$ cat config.mk
export PLATFORM = sky130hd
export DESIGN_NAME = unary_ift_rr_scheduler
export DESIGN_NICKNAME = d
export VERILOG_FILES = /design/src/rtl/unary_ift_rr_scheduler_pkg.sv /design/src/rtl/unary_ift_rr_scheduler_eval.sv /design/src/rtl/unary_ift_rr_scheduler.sv
export SDC_FILE = /design/constraint.sdc
export NUM_CORES = 1
export LEC_CHECK = 0
export BUFFER_PORTS_ARGS = -buffer_cell sky130_fd_sc_hd__buf_2
export CAP_MARGIN = 20
export CELL_PAD_IN_SITES_DETAIL_PLACEMENT = 2
export CELL_PAD_IN_SITES_GLOBAL_PLACEMENT = 2
export CORE_MARGIN = 2
export CORE_UTILIZATION = 22
export CTS_CLUSTER_SIZE = 40
export DETAILED_ROUTE_END_ITERATION = 10
export GPL_ROUTABILITY_DRIVEN = 1
export GPL_TIMING_DRIVEN = 1
export PLACE_DENSITY_LB_ADDON = 0.1
export SLEW_MARGIN = 20
export SYNTH_ARGS = -nofsm -noshare
export SYNTH_HDL_FRONTEND = slang
export SYNTH_SLANG_ARGS = --single-unit
$ cat constraint.sdc
create_clock -name clk -period 9.7 [get_ports clk]
set_clock_uncertainty 0.05 [all_clocks]
set_input_delay 1.94 -clock clk [delete_from_list [all_inputs] [get_ports clk]]
set_output_delay 1.94 -clock clk [all_outputs]
set_load 0.02 [all_outputs]
$ cat src/rtl/unary_ift_rr_scheduler_pkg.sv
// Shared definitions for the unary IFT round-robin scheduler: opcodes, FSM states, widths.
// The optional control-flow taint feature is selected with UNARY_IFT_SCHED_TAINT_CTRL_EN.
package unary_ift_rr_scheduler_pkg;

  localparam int TAINT_W_DEF = 32;

  localparam logic [2:0] OP_NOT         = 3'd0;
  localparam logic [2:0] OP_POS         = 3'd1;
  localparam logic [2:0] OP_NEG         = 3'd2;
  localparam logic [2:0] OP_REDUCE_AND  = 3'd3;
  localparam logic [2:0] OP_REDUCE_OR   = 3'd4;
  localparam logic [2:0] OP_REDUCE_XOR  = 3'd5;
  localparam logic [2:0] OP_REDUCE_XNOR = 3'd6;
  localparam logic [2:0] OP_LOGIC_NOT   = 3'd7;

  typedef enum logic {
    ST_IDLE = 1'b0,
    ST_HOLD = 1'b1
  } state_e;

endpackage

$ cat src/rtl/unary_ift_rr_scheduler_eval.sv
// Combinational unary-operator evaluation with taint propagation for one operand.
// Result taint is the operand tag ORed with an externally supplied control-flow tag.
module unary_ift_eval
  import unary_ift_rr_scheduler_pkg::*;
#(
  parameter int DATA_W  = 8,
  parameter int TAINT_W = TAINT_W_DEF
) (
  input  logic [DATA_W-1:0]  a,
  input  logic [TAINT_W-1:0] a_t,
  input  logic [TAINT_W-1:0] ctrl_t,
  input  logic [2:0]         op,
  output logic [DATA_W-1:0]  y,
  output logic [TAINT_W-1:0] y_t
);

  logic bit_res;

  always_comb begin
    bit_res = 1'b0;
    y       = '0;
    case (op)
      OP_NOT:         y = ~a;
      OP_POS:         y = a;
      OP_NEG:         y = -a;
      OP_REDUCE_AND:  bit_res = &a;
      OP_REDUCE_OR:   bit_res = |a;
      OP_REDUCE_XOR:  bit_res = ^a;
      OP_REDUCE_XNOR: bit_res = ~^a;
      OP_LOGIC_NOT:   bit_res = ~|a;
      default:        y = '0;
    endcase
    // Single-bit results are zero-extended to the full data width.
    if (op >= OP_REDUCE_AND) begin
      y = {{(DATA_W-1){1'b0}}, bit_res};
    end
  end

  assign y_t = a_t | ctrl_t;

endmodule

$ cat src/rtl/unary_ift_rr_scheduler.sv
// Round-robin scheduler sharing one unary evaluation datapath among NUM_REQ requesters,
// with a single registered output stage. Define UNARY_IFT_SCHED_TAINT_CTRL_EN for ctrl_taint.
module unary_ift_rr_scheduler
  import unary_ift_rr_scheduler_pkg::*;
#(
  parameter int NUM_REQ = 4,
  parameter int DATA_W  = 8,
  parameter int TAINT_W = TAINT_W_DEF,
  parameter int ID_W    = 2
) (
  input  logic                       clk,
  input  logic                       rst,
  input  logic [NUM_REQ-1:0]         req_valid,
  output logic [NUM_REQ-1:0]         req_ready,
  input  logic [NUM_REQ*DATA_W-1:0]  req_a,
  input  logic [NUM_REQ*TAINT_W-1:0] req_a_t,
  input  logic [NUM_REQ*3-1:0]       req_op,
  output logic                       out_valid,
  input  logic                       out_ready,
  output logic [DATA_W-1:0]          out_data,
  output logic [TAINT_W-1:0]         out_data_t,
  output logic [ID_W-1:0]            out_id,
  output logic [2:0]                 out_op
`ifdef UNARY_IFT_SCHED_TAINT_CTRL_EN
  ,
  output logic [TAINT_W-1:0]         ctrl_taint
`endif
);

  logic [DATA_W-1:0]  a_arr  [NUM_REQ];
  logic [TAINT_W-1:0] t_arr  [NUM_REQ];
  logic [2:0]         op_arr [NUM_REQ];

  genvar gi;
  generate
    for (gi = 0; gi < NUM_REQ; gi++) begin : g_unpack
      assign a_arr[gi]  = req_a[gi*DATA_W +: DATA_W];
      assign t_arr[gi]  = req_a_t[gi*TAINT_W +: TAINT_W];
      assign op_arr[gi] = req_op[gi*3 +: 3];
    end
  endgenerate

  state_e             state_q, state_d;
  logic [ID_W-1:0]    rr_ptr_q, rr_ptr_d;
  logic               out_valid_q, out_valid_d;
  logic [DATA_W-1:0]  out_data_q, out_data_d;
  logic [TAINT_W-1:0] out_data_t_q, out_data_t_d;
  logic [ID_W-1:0]    out_id_q, out_id_d;
  logic [2:0]         out_op_q, out_op_d;

  // Round-robin search: first valid requester at or above rr_ptr, wrapping at NUM_REQ.
  logic            grant_found;
  logic [ID_W-1:0] grant_idx;
  logic [ID_W:0]   scan_w;
  logic [ID_W-1:0] scan_idx;

  always_comb begin
    grant_found = 1'b0;
    grant_idx   = '0;
    scan_w      = '0;
    scan_idx    = '0;
    for (int k = 0; k < NUM_REQ; k++) begin
      scan_w = {1'b0, rr_ptr_q} + (ID_W+1)'(k);
      if (scan_w >= (ID_W+1)'(NUM_REQ)) begin
        scan_w = scan_w - (ID_W+1)'(NUM_REQ);
      end
      scan_idx = scan_w[ID_W-1:0];
      if (!grant_found && req_valid[scan_idx]) begin
        grant_found = 1'b1;
        grant_idx   = scan_idx;
      end
    end
  end

  logic accept;
  assign accept    = grant_found && ((state_q == ST_IDLE) || out_ready);
  assign req_ready = accept ? (NUM_REQ'(1) << grant_idx) : '0;

  logic [TAINT_W-1:0] ctrl_or;
`ifdef UNARY_IFT_SCHED_TAINT_CTRL_EN
  logic [TAINT_W-1:0] ctrl_taint_q, ctrl_taint_d;

  // Every contender influences who wins, so all their tags flow into the result.
  always_comb begin
    ctrl_or = '0;
    for (int k = 0; k < NUM_REQ; k++) begin
      if (req_valid[k]) begin
        ctrl_or = ctrl_or | t_arr[k];
      end
    end
  end
`else
  assign ctrl_or = '0;
`endif

  logic [DATA_W-1:0]  eval_y;
  logic [TAINT_W-1:0] eval_t;

  unary_ift_eval #(
    .DATA_W (DATA_W),
    .TAINT_W(TAINT_W)
  ) u_eval (
    .a     (a_arr[grant_idx]),
    .a_t   (t_arr[grant_idx]),
    .ctrl_t(ctrl_or),
    .op    (op_arr[grant_idx]),
    .y     (eval_y),
    .y_t   (eval_t)
  );

  logic [ID_W-1:0] ptr_after_grant;
  assign ptr_after_grant = (grant_idx == ID_W'(NUM_REQ-1)) ? '0 : grant_idx + ID_W'(1);

  always_comb begin
    state_d      = state_q;
    rr_ptr_d     = rr_ptr_q;
    out_valid_d  = out_valid_q;
    out_data_d   = out_data_q;
    out_data_t_d = out_data_t_q;
    out_id_d     = out_id_q;
    out_op_d     = out_op_q;
`ifdef UNARY_IFT_SCHED_TAINT_CTRL_EN
    ctrl_taint_d = ctrl_taint_q;
`endif
    case (state_q)
      ST_IDLE: begin
        if (accept) begin
          state_d = ST_HOLD;
        end
      end
      ST_HOLD: begin
        if (out_ready && !accept) begin
          out_valid_d = 1'b0;
          state_d     = ST_IDLE;
        end
      end
      default: state_d = ST_IDLE;
    endcase
    if (accept) begin
      out_valid_d  = 1'b1;
      out_data_d   = eval_y;
      out_data_t_d = eval_t;
      out_id_d     = grant_idx;
      out_op_d     = op_arr[grant_idx];
      rr_ptr_d     = ptr_after_grant;
`ifdef UNARY_IFT_SCHED_TAINT_CTRL_EN
      ctrl_taint_d = ctrl_or;
`endif
    end
  end

  always_ff @(posedge clk) begin
    if (rst) begin
      state_q      <= ST_IDLE;
      rr_ptr_q     <= '0;
      out_valid_q  <= 1'b0;
      out_data_q   <= '0;
      out_data_t_q <= '0;
      out_id_q     <= '0;
      out_op_q     <= '0;
`ifdef UNARY_IFT_SCHED_TAINT_CTRL_EN
      ctrl_taint_q <= '0;
`endif
    end else begin
      state_q      <= state_d;
      rr_ptr_q     <= rr_ptr_d;
      out_valid_q  <= out_valid_d;
      out_data_q   <= out_data_d;
      out_data_t_q <= out_data_t_d;
      out_id_q     <= out_id_d;
      out_op_q     <= out_op_d;
`ifdef UNARY_IFT_SCHED_TAINT_CTRL_EN
      ctrl_taint_q <= ctrl_taint_d;
`endif
    end
  end

  assign out_valid  = out_valid_q;
  assign out_data   = out_data_q;
  assign out_data_t = out_data_t_q;
  assign out_id     = out_id_q;
  assign out_op     = out_op_q;
`ifdef UNARY_IFT_SCHED_TAINT_CTRL_EN
  assign ctrl_taint = ctrl_taint_q;
`endif

endmodule

==> run_results.csv <==
group,metric,value,unit
cts,post_cts_buffers,0,
detailed_routing,totalWireLength,16800,um
floorplan,die_area,0.0174,mm^2
job,maxCapViolCount,0,
cts,cts-hold-fix-buffers,0,
global_routing,grt_use_total,19.3,%
worst_setup_path,path_max_fanout,83,
floorplan,die_width,132,um
detailed_routing,drtIter0Drc,213,
detailed_routing,drc,0,
floorplan,ios,229,
sta,tightest_slew,1060,ps
cts,clockRootBuffer,"clkbuf_16",
worst_setup_path,critPathArrivalTime,4350,ps
place,hpwlAfterDp,12600,um
final_layout,nets,942,
hold_path,min_path_type,"reg2reg",
cts,cts_buffers,5,
cts,cts_buffer_depth,2,
place,routabilityCongestion,0.798,
sta,max_freq,158,MHz
logic_synthesis,synth-edff-count,0,
sta,holdWs,401,ps
status,status,"complete, no violations",
final_layout,stdcell_count,975,
logic_synthesis,synthCells,559,
cts,clk_latency,300,ps
global_routing,antenna_found_initial,2,
final_layout,regArea,981,um^2
power_and_ir_drop,ir_drop,0.0626,mV
sta,slew_headroom,28.8,%
sta,timing.final.crit_share,65.4,%
sta,maxSlewViolCount,0,
detailed_routing,viasPerCell,4.80,
final_layout,antennaDiodeCount,0,
detailed_routing,post_drt_wl_per_cell,17.3,um
sta,fin_tns_setup,0,ps
detailed_routing,dr.pass1.iters,4,
logic_synthesis,ys_warn_count,0,
floorplan,rows,46,
logic_synthesis,synth-main-ff-cell,"dfxtp_1",
cts,cts_resized,0,
logic_synthesis,async_reset_ff_share,0,%
final_layout,drive_gt1_share,33.6,%
logic_synthesis,yosysSeqAreaShare,27.2,%
global_routing,first_global_vias,5159,
sta,hold_viol,0,
power_and_ir_drop,p_leak,2.52,nW
worst_setup_path,endpoint_kind,"output pin",
hold_path,hold_path_depth,1,
floorplan,core_area,0.0159,mm^2
logic_synthesis,synth_cell_types,53,
sta,rsz0062_at_grt,"no",
detailed_routing,ant_nets,0,
worst_setup_path,worst_r2r_path_depth,11,
power_and_ir_drop,finalPower,0.858,mW
place,place_inst,967,
place,portBuffers,228,
sta,finalSetupViolCount,0,
logic_synthesis,ys_seq_elements,49,
worst_setup_path,startpoint_type,"input pin",
cts,clkSinkCount,49,
logic_synthesis,syn_area,0.00360,mm^2
detailed_routing,vias,4684,
final_layout,area_growth,39.9,%
cts,cts_tree,"yes",
cts,clkSlewWorstSetupHoldPaths,60,ps
floorplan,start_util,22.6,%
final_layout,fillCellCount,2023,
place,dp_worst_setup_slack,3340,ps
global_routing,grt_overflow,0,
worst_setup_path,worst_ep_required_time,7710,ps
floorplan,die_y,132,um
global_routing,grt_pass1_wl,27200,um
final_layout,multi_input_area,0.00245,mm^2
worst_setup_path,path_class,"in2out",
sta,fin_crit,6340,ps
global_routing,grt_start_max_net_pins,84,
power_and_ir_drop,p_per_area,170,mW/mm^2
logic_synthesis,syn_nets,743,
cts,htree_levels,2,
logic_synthesis,syn_avg_cell_area,6.45,um^2
sta,layout_setup_ws,3360,ps
## stage by stage
| stage | utilization, % | area [um^2] |
|---|---|---|
| floorplan | - | 3600 |
| global placement | 30.7 | 4900 |
| detailed placement | 30.7 | 4900 |
| CTS | 31.6 | 5040 |
| global route | 31.6 | 5040 |
| finish | 31.6 | 5040 |
## cells by family after synthesis
| logic type | Yosys count | share of synthesized area [%] |
|---|---|---|
| AOI/OAI and AO/OA | 81 | 13.6 |
| DFF | 49 | 27.2 |
| muxes | 25 | 7.12 |
| buffers and inverters | 45 | 5.03 |
| adders and majority gates | 5 | 1.74 |
| and+or+nand+nor | 347 | 42.8 |
| xor gates and xnor gates | 7 | 2.47 |
## sequential cells by signal, summed over array words and instances (netlist names)
| register | flops |
|---|---|
| out_id | 2 |
| state_q | 1 |
| out_data | 8 |
| out_valid | 1 |
| rr_ptr_q | 2 |
| out_data_t | 32 |
| out_op | 3 |
## power by group
part	internal [mW]	total (mW)	leakage, nW	switching [mW]
Combinational	0.167	0.432	2.04	0.266
Clock	0.0951	0.178	0.0706	0.0831
Sequential	0.232	0.248	0.406	0.0160
Total	0.493	0.858	2.52	0.365
## placed cells by master (no fill, tap or decap), types with 4 or more instances in the layout
cell and instances:
buf_2 228, and2_1 4, nand2_1 193, xnor2_1 4, ha_1 5, clkbuf_16 5
nand3_1 114, mux2_2 4, buf_4 5, o21ai_0 8, mux2i_1 20, dfxtp_1 49
and3_1 4, nor2_1 12, a21oi_1 48
## layer usage
layer	GRT usage, %	vias up	wire (um)
met1	22.4	2216	7150
met3	5.19	17	923
met4	3.80	4	184
met5	0	-	30
li1	-	2310	-
met2	35.4	137	8550
## cells in the mapped netlist (all sizes together) (2+ instances only)
library cell / number / area share [%]
nor2: 12 / 1.2
nand4: 2 / 0.35
o31ai: 2 / 0.42
o21ai: 11 / 1.5
inv: 4 / 0.56
nand4b: 2 / 0.49
a21oi: 48 / 6.7
a32oi: 3 / 0.73
clkbuf: 27 / 2.8
nor2b: 4 / 0.76
xnor3: 2 / 1.2
buf: 14 / 1.7
and2: 4 / 0.69
and3: 4 / 0.69
nand3: 114 / 16
mux2i: 20 / 5.6
o21bai: 2 / 0.52
nand2b: 4 / 0.69
a31oi: 2 / 0.35
xnor2: 4 / 0.97
nand2: 194 / 20
ha: 5 / 1.7
nor4: 2 / 0.35
mux2: 5 / 1.6
dfxtp: 49 / 27
## worst max-delay path, cell delays in order
cell and delay (ps):
buf_2 130, nor2b_2 170, a221o_2 420, nand2_4 580
inv_6 430, ha_1 320, and2_1 130, buf_2 150
## layout make-up
cell class,count,share of cell area [%]
Multi-Input combinational cell,465,48.6
Timing Repair Buffer,233,23.4
Sequential cell,49,19.5
Tap cell,216,5.36
Clock buffer,6,2.56
Inverter,4,0.397
Clock inverter,2,0.199
## final timing paths
check / start / to / slack (ps)
worst max-delay path: req_valid[2] / req_ready[2] / 3360
worst min-delay path: state_q$_SDFF_PP0_ / out_valid$_SDFFE_PP0P_ / 400
worst max register to register: rr_ptr_q[1]$_SDFFE_PP0P_ / out_data[0]$_SDFFE_PP0P_ / 5430
worst min register to register: state_q$_SDFF_PP0_ / out_valid$_SDFFE_PP0P_ / 400
(Power assumes the default switching activity.)
